==> src/rtl/dmem_port_arbiter.sv <==
// Arbitrates the single data-memory port between the CPU MEM stage and the debug loader.
// Optional statistics counters are enabled by defining DMEM_ARB_STATS_EN.
module dmem_port_arbiter #(
  parameter int unsigned STARVE_LIMIT = 4,
  parameter int unsigned MAX_LOCK     = 8
`ifdef DMEM_ARB_STATS_EN
  , parameter int unsigned CNT_W      = 16
`endif
) (
  input  logic        clk,
  input  logic        reset,
  input  logic        i_cpu_MemRead,
  input  logic        i_cpu_MemWrite,
  input  logic [31:0] i_cpu_addr,
  input  logic [31:0] i_cpu_WriteData,
  output logic [31:0] o_cpu_ReadData,
  output logic        o_cpu_stall,
  input  logic        i_ld_req,
  input  logic        i_ld_we,
  input  logic        i_ld_lock,
  input  logic [31:0] i_ld_addr,
  input  logic [31:0] i_ld_wdata,
  output logic        o_ld_gnt,
  output logic        o_ld_rvalid,
  output logic [31:0] o_ld_rdata,
  output logic [31:0] o_mem_addr,
  output logic [31:0] o_mem_WriteData,
  output logic        o_mem_MemRead,
  output logic        o_mem_MemWrite,
  input  logic [31:0] i_mem_ReadData
`ifdef DMEM_ARB_STATS_EN
  , output logic [CNT_W-1:0] o_stall_cnt
  , output logic [CNT_W-1:0] o_forced_cnt
`endif
);

  localparam int unsigned SW = $clog2(STARVE_LIMIT + 1);
  localparam int unsigned LW = $clog2(MAX_LOCK + 1);

  typedef enum logic [1:0] {StCpuPri, StLdLock, StRelease} state_e;

  state_e        r_state, w_state_nxt;
  logic [SW-1:0] r_starve_cnt, w_starve_nxt;
  logic [LW-1:0] r_lock_cnt, w_lock_nxt, w_lock_sum;
  logic          w_cpu_req, w_cpu_gnt, w_ld_gnt, w_starved;
  logic          r_ld_rvalid;
  logic [31:0]   r_ld_rdata;

  assign w_cpu_req  = i_cpu_MemRead | i_cpu_MemWrite;
  assign w_starved  = (r_starve_cnt == SW'(STARVE_LIMIT));
  assign w_lock_sum = r_lock_cnt + LW'(w_ld_gnt);

  always_comb begin
    w_ld_gnt  = 1'b0;
    w_cpu_gnt = 1'b0;
    unique case (r_state)
      StCpuPri: begin
        w_ld_gnt  = i_ld_req & (~w_cpu_req | w_starved);
        w_cpu_gnt = w_cpu_req & ~w_ld_gnt;
      end
      StLdLock:  w_ld_gnt  = i_ld_req;
      StRelease: w_cpu_gnt = w_cpu_req;
      default: ;
    endcase
  end

  always_comb begin
    w_state_nxt = r_state;
    w_lock_nxt  = r_lock_cnt;
    unique case (r_state)
      StCpuPri: begin
        if (w_ld_gnt && i_ld_lock) begin
          w_state_nxt = StLdLock;
          w_lock_nxt  = LW'(1);
        end
      end
      StLdLock: begin
        // Burst limit wins over a voluntary exit in the same cycle.
        if (w_lock_sum >= LW'(MAX_LOCK)) begin
          w_state_nxt = StRelease;
          w_lock_nxt  = '0;
        end else if (!i_ld_lock || !i_ld_req) begin
          w_state_nxt = StCpuPri;
          w_lock_nxt  = '0;
        end else begin
          w_lock_nxt  = w_lock_sum;
        end
      end
      StRelease: begin
        w_state_nxt = StCpuPri;
        w_lock_nxt  = '0;
      end
      default: begin
        w_state_nxt = StCpuPri;
        w_lock_nxt  = '0;
      end
    endcase
  end

  always_comb begin
    w_starve_nxt = r_starve_cnt;
    if (!i_ld_req || w_ld_gnt) begin
      w_starve_nxt = '0;
    end else if (!w_starved) begin
      w_starve_nxt = r_starve_cnt + SW'(1);
    end
  end

  always_ff @(posedge clk or posedge reset) begin
    if (reset) begin
      r_state      <= StCpuPri;
      r_starve_cnt <= '0;
      r_lock_cnt   <= '0;
      r_ld_rvalid  <= 1'b0;
      r_ld_rdata   <= '0;
    end else begin
      r_state      <= w_state_nxt;
      r_starve_cnt <= w_starve_nxt;
      r_lock_cnt   <= w_lock_nxt;
      r_ld_rvalid  <= w_ld_gnt & ~i_ld_we;
      if (w_ld_gnt && !i_ld_we) begin
        r_ld_rdata <= i_mem_ReadData;
      end
    end
  end

  always_comb begin
    o_mem_addr      = '0;
    o_mem_WriteData = '0;
    o_mem_MemRead   = 1'b0;
    o_mem_MemWrite  = 1'b0;
    if (w_ld_gnt) begin
      o_mem_addr      = i_ld_addr;
      o_mem_WriteData = i_ld_wdata;
      o_mem_MemRead   = ~i_ld_we;
      o_mem_MemWrite  = i_ld_we;
    end else if (w_cpu_gnt) begin
      o_mem_addr      = i_cpu_addr;
      o_mem_WriteData = i_cpu_WriteData;
      o_mem_MemRead   = i_cpu_MemRead;
      o_mem_MemWrite  = i_cpu_MemWrite;
    end
  end

  assign o_cpu_ReadData = w_cpu_gnt ? i_mem_ReadData : 32'h0;
  assign o_cpu_stall    = w_cpu_req & ~w_cpu_gnt;
  assign o_ld_gnt       = w_ld_gnt;
  assign o_ld_rvalid    = r_ld_rvalid;
  assign o_ld_rdata     = r_ld_rdata;

`ifdef DMEM_ARB_STATS_EN
  logic [CNT_W-1:0] r_stall_cnt, r_forced_cnt;
  logic             w_forced;

  assign w_forced = (r_state == StCpuPri) & w_ld_gnt & w_cpu_req & w_starved;

  always_ff @(posedge clk or posedge reset) begin
    if (reset) begin
      r_stall_cnt  <= '0;
      r_forced_cnt <= '0;
    end else begin
      if (o_cpu_stall && (r_stall_cnt != '1)) begin
        r_stall_cnt <= r_stall_cnt + CNT_W'(1);
      end
      if (w_forced && (r_forced_cnt != '1)) begin
        r_forced_cnt <= r_forced_cnt + CNT_W'(1);
      end
    end
  end

  assign o_stall_cnt  = r_stall_cnt;
  assign o_forced_cnt = r_forced_cnt;
`endif

endmodule

==> config.mk <==
export PLATFORM = sky130hd
export DESIGN_NAME = dmem_port_arbiter
export DESIGN_NICKNAME = d
export VERILOG_FILES = /design/src/rtl/dmem_port_arbiter.sv
export SDC_FILE = /design/constraint.sdc
export NUM_CORES = 1
export LEC_CHECK = 0
export CAP_MARGIN = 20
export CORE_AREA = 2 2 117 119
export DETAILED_ROUTE_END_ITERATION = 8
export DIE_AREA = 0 0 119 121
export HOLD_SLACK_MARGIN = 0.08
export PLACE_DENSITY = 0.74
export SLEW_MARGIN = 20
export SYNTH_ARGS = -nofsm -noshare
export SYNTH_HDL_FRONTEND = slang
export SYNTH_SLANG_ARGS = --single-unit
export TNS_END_PERCENT = 100
==> constraint.sdc <==
create_clock -name clk -period 3.65 [get_ports clk]
set_input_delay 0.365 -clock clk [delete_from_list [all_inputs] [get_ports clk]]
set_output_delay 0.365 -clock clk [all_outputs]
set_load 0.005 [all_outputs]
==> metrics.txt <==
status finished clean; die span in y 121 microns; Sink Count between 40 and 50; routed length per instance 16.85 microns; first-pass GRT wire length between 15000 and 20000 microns; simple-gate area share of the yosys netlist 11.95%; antenna-violating nets left 0; most frequent cells in the layout 299 x clkdlybuf4s50_1, 64 x a22o_1, 42 x dfrtp_1; Area Overhead vs Synth 124.7%; Initial Utilization 20.56%; RR Startpoint r_starve_cnt[0]; Pwr Density 375.1 nW/um^2; I/O Buffers 299; Min-Delay Path Class reg -> reg; GRT Total Usage 15.71%; clock insertion delay at the later pin of the skew report slightly below 300 ps; commonest non-fill, non-tap cell in the layout clkdlybuf4s50_1; grt met3 use 6.250%; Setup CP Type reg -> out; #FFs+latches synth between 40 and 50; Slew @ Worst Pin 529.4 ps; Die Area between 10000 and 15000 sq um; Max Cap Viol 0; main combinational cell family by area after synthesis compound AO/OA/AOI/OAI gates; # rows 42; Critical Path Start r_starve_cnt[0]; Peak Freq 0.3237 GHz; Compound-Gate Fraction of Synth Area 24.09%; Worst EP required ~3300 ps; reg2reg setup slack 1020 ps; clk root buf clkbuf_16; Setup WS post-layout 560.7 ps; Setup Skew 5.438 ps; Post-Syn Nets 408; Diodes inserted 0; Syn. warnings 0; Synth Cell Area 2690 sq um; largest net degree at the start of global routing 70; CTS Hold Bufs 0; # IOs 300; net count reported at finish 698; CTS buffer count 5; TritonCTS clock tree yes; Slew headroom between 60 and 70%; Post-CTS Setup Bufs 0; clock-pin slew on the worst setup and hold paths ~60 ps; HPWL reported at the end of detailed placement around 10000 microns; Slew Limit Fails 0; DR iter-0 viols 83; Critical Path AT 2720 ps; sequential area share after synthesis about two fifths; period utilization 84.64%; Synth cell types 28; DR vias 3138; Most Crowded Layer GR met2; H-Tree Level Count 2; share of cells above drive strength 1 9.280%; core area 13090 sq um; total leakage power 2.528 nW; Total Wirelength 11860 microns; total grt overflow 0; Post-Synth Adder-Cell Area 1.860%; RSZ-0062 raised after global routing no; via density per instance 4.457; cts repair resizes 0; Die Wd approximately 120 microns; RePlAce Congestion 0.9259; DRC viols 0; Setup TNS Final 0 ps; pre-CTS setup slack around 670 ps; fillers 1189; CTS Buffer Depth 2; met2 Track Usage GR 28.95%; syn avg cell area approximately 11 sq um; CP endpoint kind output port; Worst setup SP type register; initial antenna violation count 3; vias in the first global route 3166; # setup viols final 0; Critical Path Fanout Max 58; GR Util met1 16.37%; Synth Area in XOR/XNOR 0.6512%; Peak VDD IR around 0.00017 V; DRT Pass-1 Iters 4; synthesized instance count around 240; post-route minimum period 3089 ps; Hold Crit Start o_ld_rdata[24]; final hold vios 0; proportion of synthesized area in mux cells 17.16%
-- sequential cells by signal (all words and copies together), names as in the netlist --
register / count
r_state: 2
r_starve_cnt: 3
o_ld_rdata: 32
o_ld_rvalid: 1
r_lock_cnt: 4
-- through the flow --
step | total power [mW] | util, % | cells | instance area (sq um) | hold WS [ps]
after floorplan | 1.003 | - | 237 | 2690 | 451.1
after global placement | 1.693 | 44.72 | 696 | 5852 | 470.3
after detailed placement | 1.712 | 44.72 | 696 | 5852 | 490.7
after CTS | 2.302 | 46.20 | 704 | 6046 | 508.4
after global routing | 2.386 | 46.20 | 704 | 6046 | 518.3
final | 2.268 | 46.20 | 704 | 6046 | 505.8
-- path summary, 6_finish.rpt --
check / end / cells past startpoint
max: o_mem_addr[23] / 7
max reg2reg: r_lock_cnt[0] / 10
max in group asynchronous: o_ld_rdata[19] / 3
min in group asynchronous: o_ld_rdata[25] / 3
min: o_ld_rdata[24] / 1
min reg2reg: o_ld_rdata[24] / 1
-- synth_stat cells --
cell	instances	share of area, %
mux2_2	5	2.1
xor2_1	1	0.33
nand2_1	2	0.28
and2_1	34	7.9
ha_1	4	1.9
nand3b_1	1	0.28
a211oi_2	1	0.47
a22o_1	64	21
xnor2_1	1	0.33
buf_6	5	2.1
nor3_1	5	0.93
nor2b_1	2	0.47
nor2_1	7	0.98
mux2_4	27	15
buf_1	3	0.42
a31oi_1	3	0.70
a21o_1	1	0.28
inv_1	4	0.56
buf_2	4	0.74
nand3_1	1	0.19
dfrtp_1	42	39
o211a_1	1	0.37
nand2b_1	3	0.70
a32o_1	2	0.74
clkbuf_1	10	1.4
o31a_1	1	0.33
and3_1	1	0.23
a21oi_1	2	0.37
-- layout make-up --
class	instances	area [sq um]	area share (%)
multi-input cells	169	1515	25.06
well taps	176	220.2	3.642
inverters	4	15.01	0.2483
flip-flops and latches	42	1051	17.38
repair buffers	305	3050	50.46
clock buffers	5	125.1	2.070
clock inverters	3	68.82	1.138
-- routing by layer --
| layer | routed length [microns] | up-vias |
|---|---|---|
| li1 | - | 1468 |
| met1 | 4201 | 1462 |
| met2 | 6119 | 183 |
| met3 | 1299 | 19 |
| met4 | 192 | 6 |
| met5 | 46 | - |
-- power by group --
| part | internal (mW) | total (mW) | switching [mW] | leakage [nW] |
|---|---|---|---|---|
| logic | 0.741 | 1.05 | 0.313 | 1.92 |
| clock network | 0.393 | 0.572 | 0.179 | 0.0940 |
| registers | 0.579 | 0.642 | 0.0631 | 0.515 |
-- cells by family after synthesis --
group                      count (synthesis)
AOI/OAI and AO/OA                         75
and+or+nand+nor                           56
adders and majority gates                  4
DFF                                       42
xor gates and xnor gates                   2
buffers and inverters                     26
muxes                                     32
-- worst max-delay path, stage by stage, from the launching register on --
cell             delay, ps
dfrtp_1                350
inv_1                   70
ha_1                   200
and2_1                 250
a211oi_4               300
buf_4                  470
a22o_1                 220
clkdlybuf4s50_1        530
No activity file was read; power rests on OpenSTA's default activity.
